===== config.mk =====
export PLATFORM = sky130hd
export DESIGN_NAME = instruction_encoder
export DESIGN_NICKNAME = d
export VERILOG_FILES = /design/src/rtl/instruction_encoder.sv
export SDC_FILE = /design/constraint.sdc
export NUM_CORES = 1
export LEC_CHECK = 0
export ABC_AREA = 1
export BUFFER_PORTS_ARGS = -buffer_cell sky130_fd_sc_hd__buf_2
export CORE_MARGIN = 1
export CORE_UTILIZATION = 50
export CTS_BUF_LIST = sky130_fd_sc_hd__clkbuf_8
export CTS_CLUSTER_DIAMETER = 100
export DETAILED_ROUTE_END_ITERATION = 10
export GPL_TIMING_DRIVEN = 0
export PLACE_DENSITY = 0.73
export SKIP_CTS_REPAIR_TIMING = 1
export SLEW_MARGIN = 20
export SYNTH_ARGS = -nofsm -noshare
export SYNTH_HDL_FRONTEND = slang
export SYNTH_SLANG_ARGS = --single-unit

===== constraint.sdc =====
create_clock -name clk -period 4.02 [get_ports clk]
set_input_delay 0.201 -clock clk [delete_from_list [all_inputs] [get_ports clk]]
set_output_delay 0.201 -clock clk [all_outputs]
set_load 0.02 [all_outputs]

===== src/rtl/instruction_encoder.sv =====
`default_nettype none
// ============================================================================
// Module      : instruction_encoder
// Description : Encodes MIPS instruction fields into 32-bit machine words and
//               streams them to program memory through a small FIFO with a
//               sequenced byte-address counter.
// Options     : BRANCH_ABS_TARGET_EN - BEQ/BNE take an absolute byte target
//               from in_target and encode the PC-relative word offset.
// Revision    : 1.0 - initial release
// ============================================================================
module instruction_encoder #(
  parameter int                DEPTH     = 4,
  parameter int                ADDR_W    = 8,
  parameter logic [ADDR_W-1:0] BASE_ADDR = '0
) (
  input  logic              clk,
  input  logic              reset,
  input  logic              start,
  input  logic              finish,
  input  logic              in_valid,
  output logic              in_ready,
  input  logic [3:0]        in_class,
  input  logic [4:0]        in_rs,
  input  logic [4:0]        in_rt,
  input  logic [4:0]        in_rd,
  input  logic [4:0]        in_shamt,
  input  logic [5:0]        in_funct,
  input  logic [15:0]       in_imm,
  input  logic [25:0]       in_target,
  output logic              mem_we,
  input  logic              mem_ready,
  output logic [ADDR_W-1:0] mem_addr,
  output logic [31:0]       mem_wdata,
  output logic              done,
  output logic              err
);

  localparam int                PTR_W     = $clog2(DEPTH);
  localparam logic [PTR_W:0]    FULL_CNT  = (PTR_W+1)'(DEPTH);
  localparam logic [PTR_W:0]    ONE_CNT   = (PTR_W+1)'(1);
  localparam logic [ADDR_W-1:0] ADDR_STEP = ADDR_W'(4);

  typedef enum logic [1:0] {
    S_IDLE  = 2'd0,
    S_RUN   = 2'd1,
    S_DRAIN = 2'd2,
    S_DONE  = 2'd3
  } state_t;

  state_t           state, next_state;
  logic [31:0]      fifo_mem [DEPTH];
  logic [PTR_W-1:0] wr_ptr, rd_ptr;
  logic [PTR_W:0]   count;
  logic             accept, push, pop, legal, start_take, fifo_full;
  logic [31:0]      enc_word;
  logic [15:0]      branch_imm;

  assign fifo_full  = (count == FULL_CNT);
  assign in_ready   = (state == S_RUN) && !fifo_full;
  assign accept     = in_valid && in_ready;
  assign push       = accept && legal;
  assign mem_we     = (count != '0) && ((state == S_RUN) || (state == S_DRAIN));
  assign pop        = mem_we && mem_ready;
  assign start_take = start && ((state == S_IDLE) || (state == S_DONE));
  assign done       = (state == S_DONE);
  assign mem_wdata  = (count != '0) ? fifo_mem[rd_ptr] : 32'd0;

`ifdef BRANCH_ABS_TARGET_EN
  logic [ADDR_W-1:0]        enq_addr;
  logic [ADDR_W-1:0]        br_diff;
  logic signed [ADDR_W+15:0] br_wide;

  // Branch offset relative to the branch's own PC+4, in words
  always_comb begin
    br_diff    = in_target[ADDR_W-1:0] - (enq_addr + ADDR_STEP);
    br_wide    = $signed({{16{br_diff[ADDR_W-1]}}, br_diff}) >>> 2;
    branch_imm = br_wide[15:0];
  end

  // Address the next enqueued word will be written to
  always_ff @(posedge clk) begin
    if (!reset)          enq_addr <= BASE_ADDR;
    else if (start_take) enq_addr <= BASE_ADDR;
    else if (push)       enq_addr <= enq_addr + ADDR_STEP;
  end
`else
  assign branch_imm = in_imm;
`endif

  // Field-to-word encoding; illegal classes flag legal=0
  always_comb begin
    legal    = 1'b1;
    enc_word = 32'd0;
    case (in_class)
      4'd0:    enc_word = {6'h00, in_rs, in_rt, in_rd, in_shamt, in_funct};
      4'd1:    enc_word = {6'h08, in_rs, in_rt, in_imm};
      4'd2:    enc_word = {6'h0d, in_rs, in_rt, in_imm};
      4'd3:    enc_word = {6'h0f, 5'd0, in_rt, in_imm};
      4'd4:    enc_word = {6'h23, in_rs, in_rt, in_imm};
      4'd5:    enc_word = {6'h2b, in_rs, in_rt, in_imm};
      4'd6:    enc_word = {6'h04, in_rs, in_rt, branch_imm};
      4'd7:    enc_word = {6'h05, in_rs, in_rt, branch_imm};
      4'd8:    enc_word = {6'h02, in_target};
      4'd9:    enc_word = {6'h03, in_target};
      default: legal    = 1'b0;
    endcase
  end

  // FIFO storage; contents are only visible while count is non-zero
  always_ff @(posedge clk) begin
    if (push) fifo_mem[wr_ptr] <= enc_word;
  end

  // FIFO pointers, occupancy, write address and sticky error
  always_ff @(posedge clk) begin
    if (!reset) begin
      wr_ptr   <= '0;
      rd_ptr   <= '0;
      count    <= '0;
      mem_addr <= BASE_ADDR;
      err      <= 1'b0;
    end else begin
      if (push) wr_ptr <= wr_ptr + 1'b1;
      if (pop) begin
        rd_ptr   <= rd_ptr + 1'b1;
        mem_addr <= mem_addr + ADDR_STEP;
      end
      case ({push, pop})
        2'b10:   count <= count + 1'b1;
        2'b01:   count <= count - 1'b1;
        default: count <= count;
      endcase
      if (start_take) begin
        mem_addr <= BASE_ADDR;
        err      <= 1'b0;
      end else if (accept && !legal) begin
        err <= 1'b1;
      end
    end
  end

  // State register
  always_ff @(posedge clk) begin
    if (!reset) state <= S_IDLE;
    else        state <= next_state;
  end

  // Next-state logic; DRAIN ends as soon as the final pop is taken
  always_comb begin
    next_state = state;
    case (state)
      S_IDLE:  if (start) next_state = S_RUN;
      S_RUN:   if (finish) next_state = S_DRAIN;
      S_DRAIN: if ((count == '0) || ((count == ONE_CNT) && pop)) next_state = S_DONE;
      S_DONE:  if (start) next_state = S_RUN;
      default: next_state = S_IDLE;
    endcase
  end

endmodule
`default_nettype wire


; ---- Word-level counts from Yosys, hierarchy flattened
; Memories as Yosys holds them, arrays and structs flattened. A register that Yosys moved wholly into a read port is not among the register bits.
; Cells that the tools add are included.
[word_totals]
reg_bits = 18
ramBits = 128
output_inout_bits = 44
memories = 1
[memory_table]
columns = memory, words, width, read_ports, rd_ports_with_merged_regs, write_ports, line
row1 = fifo_mem, 4, 32, 1, 1, 1, 51  ; logic [31:0] fifo_mem [DEPTH];
[op_classes]
add_sub_neg = 5
eq_ne = 19
n_mux = 12
bitwise = 1
n_reduce_logical = 22
[ops]
columns = op, count
row1 = 32-bit case mux with 10 select lines, 1
row2 = 32-bit 2-to-1 mux, 1
row3 = "4-bit by 3-bit == test with 1-bit output, second input constant", 4
row4 = 2-bit 2-to-1 mux, 5
row5 = 10-bit OR reduction, 1
row6 = "8-bit by 3-bit adder with 8-bit output, second input constant", 1
row7 = "4-bit by 2-bit == test with 1-bit output, second input constant", 2
row8 = "4-bit == test, second input constant", 2
row9 = 1-bit logical AND, 8
row10 = "2-bit == test, second input constant", 3
row11 = 2-bit case mux with 3 select lines, 1
row12 = 3-bit case mux with 2 select lines, 1
row13 = "2-bit by 1-bit adder with 2-bit output, second input constant", 2
row14 = "2-bit by 1-bit == test with 1-bit output, second input constant", 2
row15 = "4-bit by 1-bit == test with 1-bit output, second input constant", 1
row16 = 4-bit zero test, 1
row17 = "2-bit by 1-bit inequality test with 1-bit output, second input constant", 2
row18 = 2-bit OR reduction, 2
row19 = "3-bit by 1-bit adder with 3-bit output, second input constant", 1
row20 = "3-bit by 1-bit == test with 1-bit output, second input constant", 1
row21 = "3-bit == test, second input constant", 1
row22 = 3-bit zero test, 1
row23 = 1-bit logical OR, 3
row24 = 1-bit 2-to-1 mux, 3
row25 = other kinds (8), 9

; ---- Longest topological paths before layout
[logic_depth]
word_depth = 8
ltp_mapped = 13
ltp_nobuf = 13

; ---- Least setup slack after synthesis
; OpenSTA, ideal clock, no wires.
[synth_timing]
path_type = reg-to-reg
from = register count[0]
to = memory fifo_mem[0][0] (enable)
arrival_ns = 2.667
required_ns = 3.601
slack_ns = 0.933
path_stages_with_launch = 8
path_cell_list = dfxtp_1 -> inv_1 -> ha_1 -> a21oi_2 -> nand2_1 -> nor2_8 -> inv_4 -> nor2_1
[synth_between]
elab_chain_len = 7
[synth_lines]
columns = item, line
row1 = "start, declared", 53  ; logic [PTR_W:0] count;
row2 = "start signal, assigned", 129  ; 2'b10: count <= count + 1'b1;
row3 = "start signal, assigned", 130  ; 2'b01: count <= count - 1'b1;
row4 = "start signal, assigned", 131  ; default: count <= count;
row5 = 3-bit == test, 58  ; assign fifo_full = (count == FULL_CNT);
row6 = 1-bit zero test, 59  ; assign in_ready = (state == S_RUN) && !fifo_full;
row7 = 1-bit logical AND, 59
row8 = named net in_ready, 21  ; output logic in_ready,
row9 = 1-bit logical AND, 60  ; assign accept = in_valid && in_ready;
row10 = 1-bit logical AND, 61  ; assign push = accept && legal;
row11 = 1-bit 2-to-1 mux, 111  ; if (push) fifo_mem[wr_ptr] <= enc_word;
row12 = 1-bit 2-to-1 mux (not written as such), 111
row13 = "end, declared", 51
; The timed path passes the listed nets, and every way through them passes these cells.

; ---- Worst setup path in the final report
[layout_timing]
from = register count[0]
to = output mem_wdata[3]
[layout_between]
elab_chain_len = 2
[layout_lines]
columns = item, line
row1 = 3-bit nonzero test, 66  ; assign mem_wdata = (count != '0) ? fifo_mem[rd_ptr] : 32'd0;
row2 = 32-bit 2-to-1 mux, 66
row3 = "end, declared", 33  ; output logic [31:0] mem_wdata,
; Every way passes these cells.

==> reports/metrics.csv <==
stage;metric;value;unit
run_status;status;complete, no violations;
yosys;Top FF cell, synth;edfxtp_1;
pwr;total chip power;3.89;mW
detailed_routing;Residual DRC;0;
floorplanning;core box area;0.0123;mm2
placed_design;Port-buffer cells;116;
floorplanning;Die Y-Extent;115;um
yosys;Synth Area in Adders;0.0254;
detailed_routing;routed via count;4912;
critical_path;Setup Crit Path Kind;flip-flop to primary output;
detailed_routing;first drt pass iteration count;5;
sta;Max Freq;417;MHz
yosys;average size of a mapped cell;10.3;um2
floorplanning;initial core utilization;0.522;
yosys;Unique masters post-synth;39;
cts;CTS root buf;clkbuf_8;
grt;global-route usage over all layers;0.237;
critical_path;nature of the critical path startpoint;flip-flop;
critical_path;CP max stage cell;clkbuf_1;
cts;H-tree Lvls;4;
hold_path;Tightest Hold Check Type;primary input to flip-flop;
sta;Min Hold Slack;0.0649;ns
finish;Layout Nets;852;
sta;slew margin rel.;0.596;
sta;Clock Skew;0.00797;ns
critical_path;maximum net fanout on the critical path;10;
detailed_routing;vias per cell;5.21;
detailed_routing;drt wl/cell;15.9;um
yosys;Seq/Total Area, Yosys;0.638;
yosys;xor-xnor portion of the synthesized cell area;0.00274;
sta;Final TNS setup;0;ns
placed_design;# placed instances;910;
grt;initial antenna violation count;0;
detailed_routing;Detailed Route Iter0 Violations;387;
yosys;post-synthesis mux area share;0;
finish;Final Non-Filler Cells;942;
sta;final hold vios;0;
critical_path;cell family with most CP delay;buffers and inverters;
pwr;Pwr Density;500;mW/mm2
placed_design;final RePlAce weighted congestion;0.776;
sta;max-slew violation count;0;
sta;RSZ-0062 raised after global routing;false;
cts;CTS tree;yes;
critical_path;R2R cell count;8;
pwr;Leakage;3.15;nW
sta;crit path time final;2.40;ns
critical_path;cell count along the critical path;7;
grt;GR Overflow Total;0;
finish;area of the multi-input gates;0.00202;mm2
finish;most common cell after layout, fill and taps aside;nor2_1;
sta;fin crit share;0.597;
cts;worst skew pair latency;0.45;ns
floorplanning;chip width;115;um
yosys;Mapped Area;0.00640;mm2
grt;pin count of the biggest net entering global routing;21;
cts;CTS buffer count;17;
floorplanning;Cell Rows;40;
yosys;post-synth top area cell;edfxtp_1;
hold_path;worst hold path depth;3;
critical_path;WP data arrival;2.20;ns
finish;share of post-route cells with drive strength above 1;0.251;
critical_path;CP required;3.82;ns
placed_design;Detail Placement HPWL;10200;um
job;max_cap viols;0;
critical_path;CP bufs+invs;4;
yosys;post-synthesis simple-gate area fraction;0.174;
finish;Fillers;952;
finish;# diodes;0;
floorplanning;IO Count;122;
critical_path;max incr delay on CP;0.47;ns
yosys;area share of the largest cell type after synthesis;0.582;
yosys;compound-gate portion of the synthesized area;0.107;
finish;Seq. cell area;0.00408;mm2
critical_path;crit end category;primary output;
grt;via count of the first global-routing pass;4801;
cts;Sink Count;142;
yosys;Post-synth EDFFs;124;
finish;fin util;0.634;
pwr;maximum VDD drop;0.251;mV
yosys;fraction of registers with async set/reset;0;
cts;Longest Clk Path Bufs;2;
detailed_routing;routed wire length;14900;um
yosys;Synth area leaders;edfxtp_1 (58%), nor2_1 (8.4%), dfxtp_1 (5.6%);
yosys;Synth Warn #;0;
finish;most frequent cells in the layout;nor2_1 (140), edfxtp_1 (124), buf_2 (121), nand2_1 (79), o21ai_0 (42);
grt;first-pass GRT wire length;23000;um
finish;area grow syn2layout;21.5;%
sta;Worst Max-Slew Pin Slew;0.605;ns
yosys;cells after synthesis;620;
sta;Final setup viols;0;
cts;Clock Pin Slew Worst Setup and Hold Paths;0.07;ns
yosys;Synth Register Bits;142;
floorplanning;Die ar.;0.0133;mm2
critical_path;critical path, cell by cell;inv_1 > ha_1 > nand2_2 > inv_2 > clkbuf_1 > a21oi_1 > buf_2;
yosys;main combinational cell family by area after synthesis;simple AND/OR/NAND/NOR gates;
detailed_routing;Detail Route Antenna Nets;0;
-- metrics by stage --
step / worst slack (ns) / instance area, um2
2_1_floorplan: 0.933 / 6410
3_3_place_gp: 0.0179 / 7200
3_5_place_dp: 1.70 / 7340
4_1_cts: 1.58 / 7780
5_1_grt: 1.49 / 7780
6_report: 1.62 / 7780
-- cell families (layout without fill, tap and decap cells) --
logic type               count (synthesis)  count (layout)
AO/OA/AOI/OAI                          129             129
flip-flops                             142             142
adder cells (fa/ha/maj)                 13              13
other                                    1               3
XOR/XNOR                                 2               2
AND/OR/NAND/NOR                        261             261
buffers and inverters                   72             224
-- worst min-delay path, stage by stage --
cell,delay [ns]
buf_2,0.09
a31oi_1,0.09
nor2_1,0.09
-- path summary, 6_finish.rpt --
check / start / to / slack, ns
setup reg to reg: count[0] / fifo_mem[3][21] / 1.69
setup / recovery: count[0] / mem_wdata[3] / 1.62
hold reg to reg: rd_ptr[0] / rd_ptr[0] / 0.50
hold / removal: in_valid / err / 0.06
-- final cells by class --
type / instances / area share
Buffer: 31 / 0.0235
Clock buffer: 22 / 0.0389
Clock inverter: 10 / 0.0175
Inverter: 41 / 0.0203
Multi-Input combinational cell: 408 / 0.259
Sequential cell: 142 / 0.525
Tap cell: 168 / 0.0270
Timing Repair Buffer: 120 / 0.0888
-- routing by layer --
metal,GRT usage,vias up,wire (um)
li1,-,2391,-
met5,0,-,0
met3,0.0538,28,1070
met4,0.118,0,303
met2,0.409,206,7520
met1,0.281,2287,6040
-- report_power, final --
group | switching, mW | internal [mW] | total [mW]
Sequential | 0.0310 | 1.68 | 1.71
Combinational | 0.670 | 0.298 | 0.967
Clock | 0.519 | 0.693 | 1.21
-- synthesized netlist by cell type, types with 5 or more instances --
master	number
clkbuf_1	9
buf_4	8
buf_2	5
nand2_1	79
a21oi_1	41
clkbuf_2	6
a22o_1	5
o21ai_1	34
nand3_1	22
o21ai_0	42
dfxtp_1	18
inv_2	6
edfxtp_1	124
nor2_1	144
inv_1	33
ha_1	13
-- flip-flops by register name, summed over array words and instances (netlist names), named ones only --
name      count
rd_ptr        2
fifo_mem    124
mem_addr      6
err           1
count         3
wr_ptr        2
state         2
Note: power is estimated with default switching activity, not from simulation.
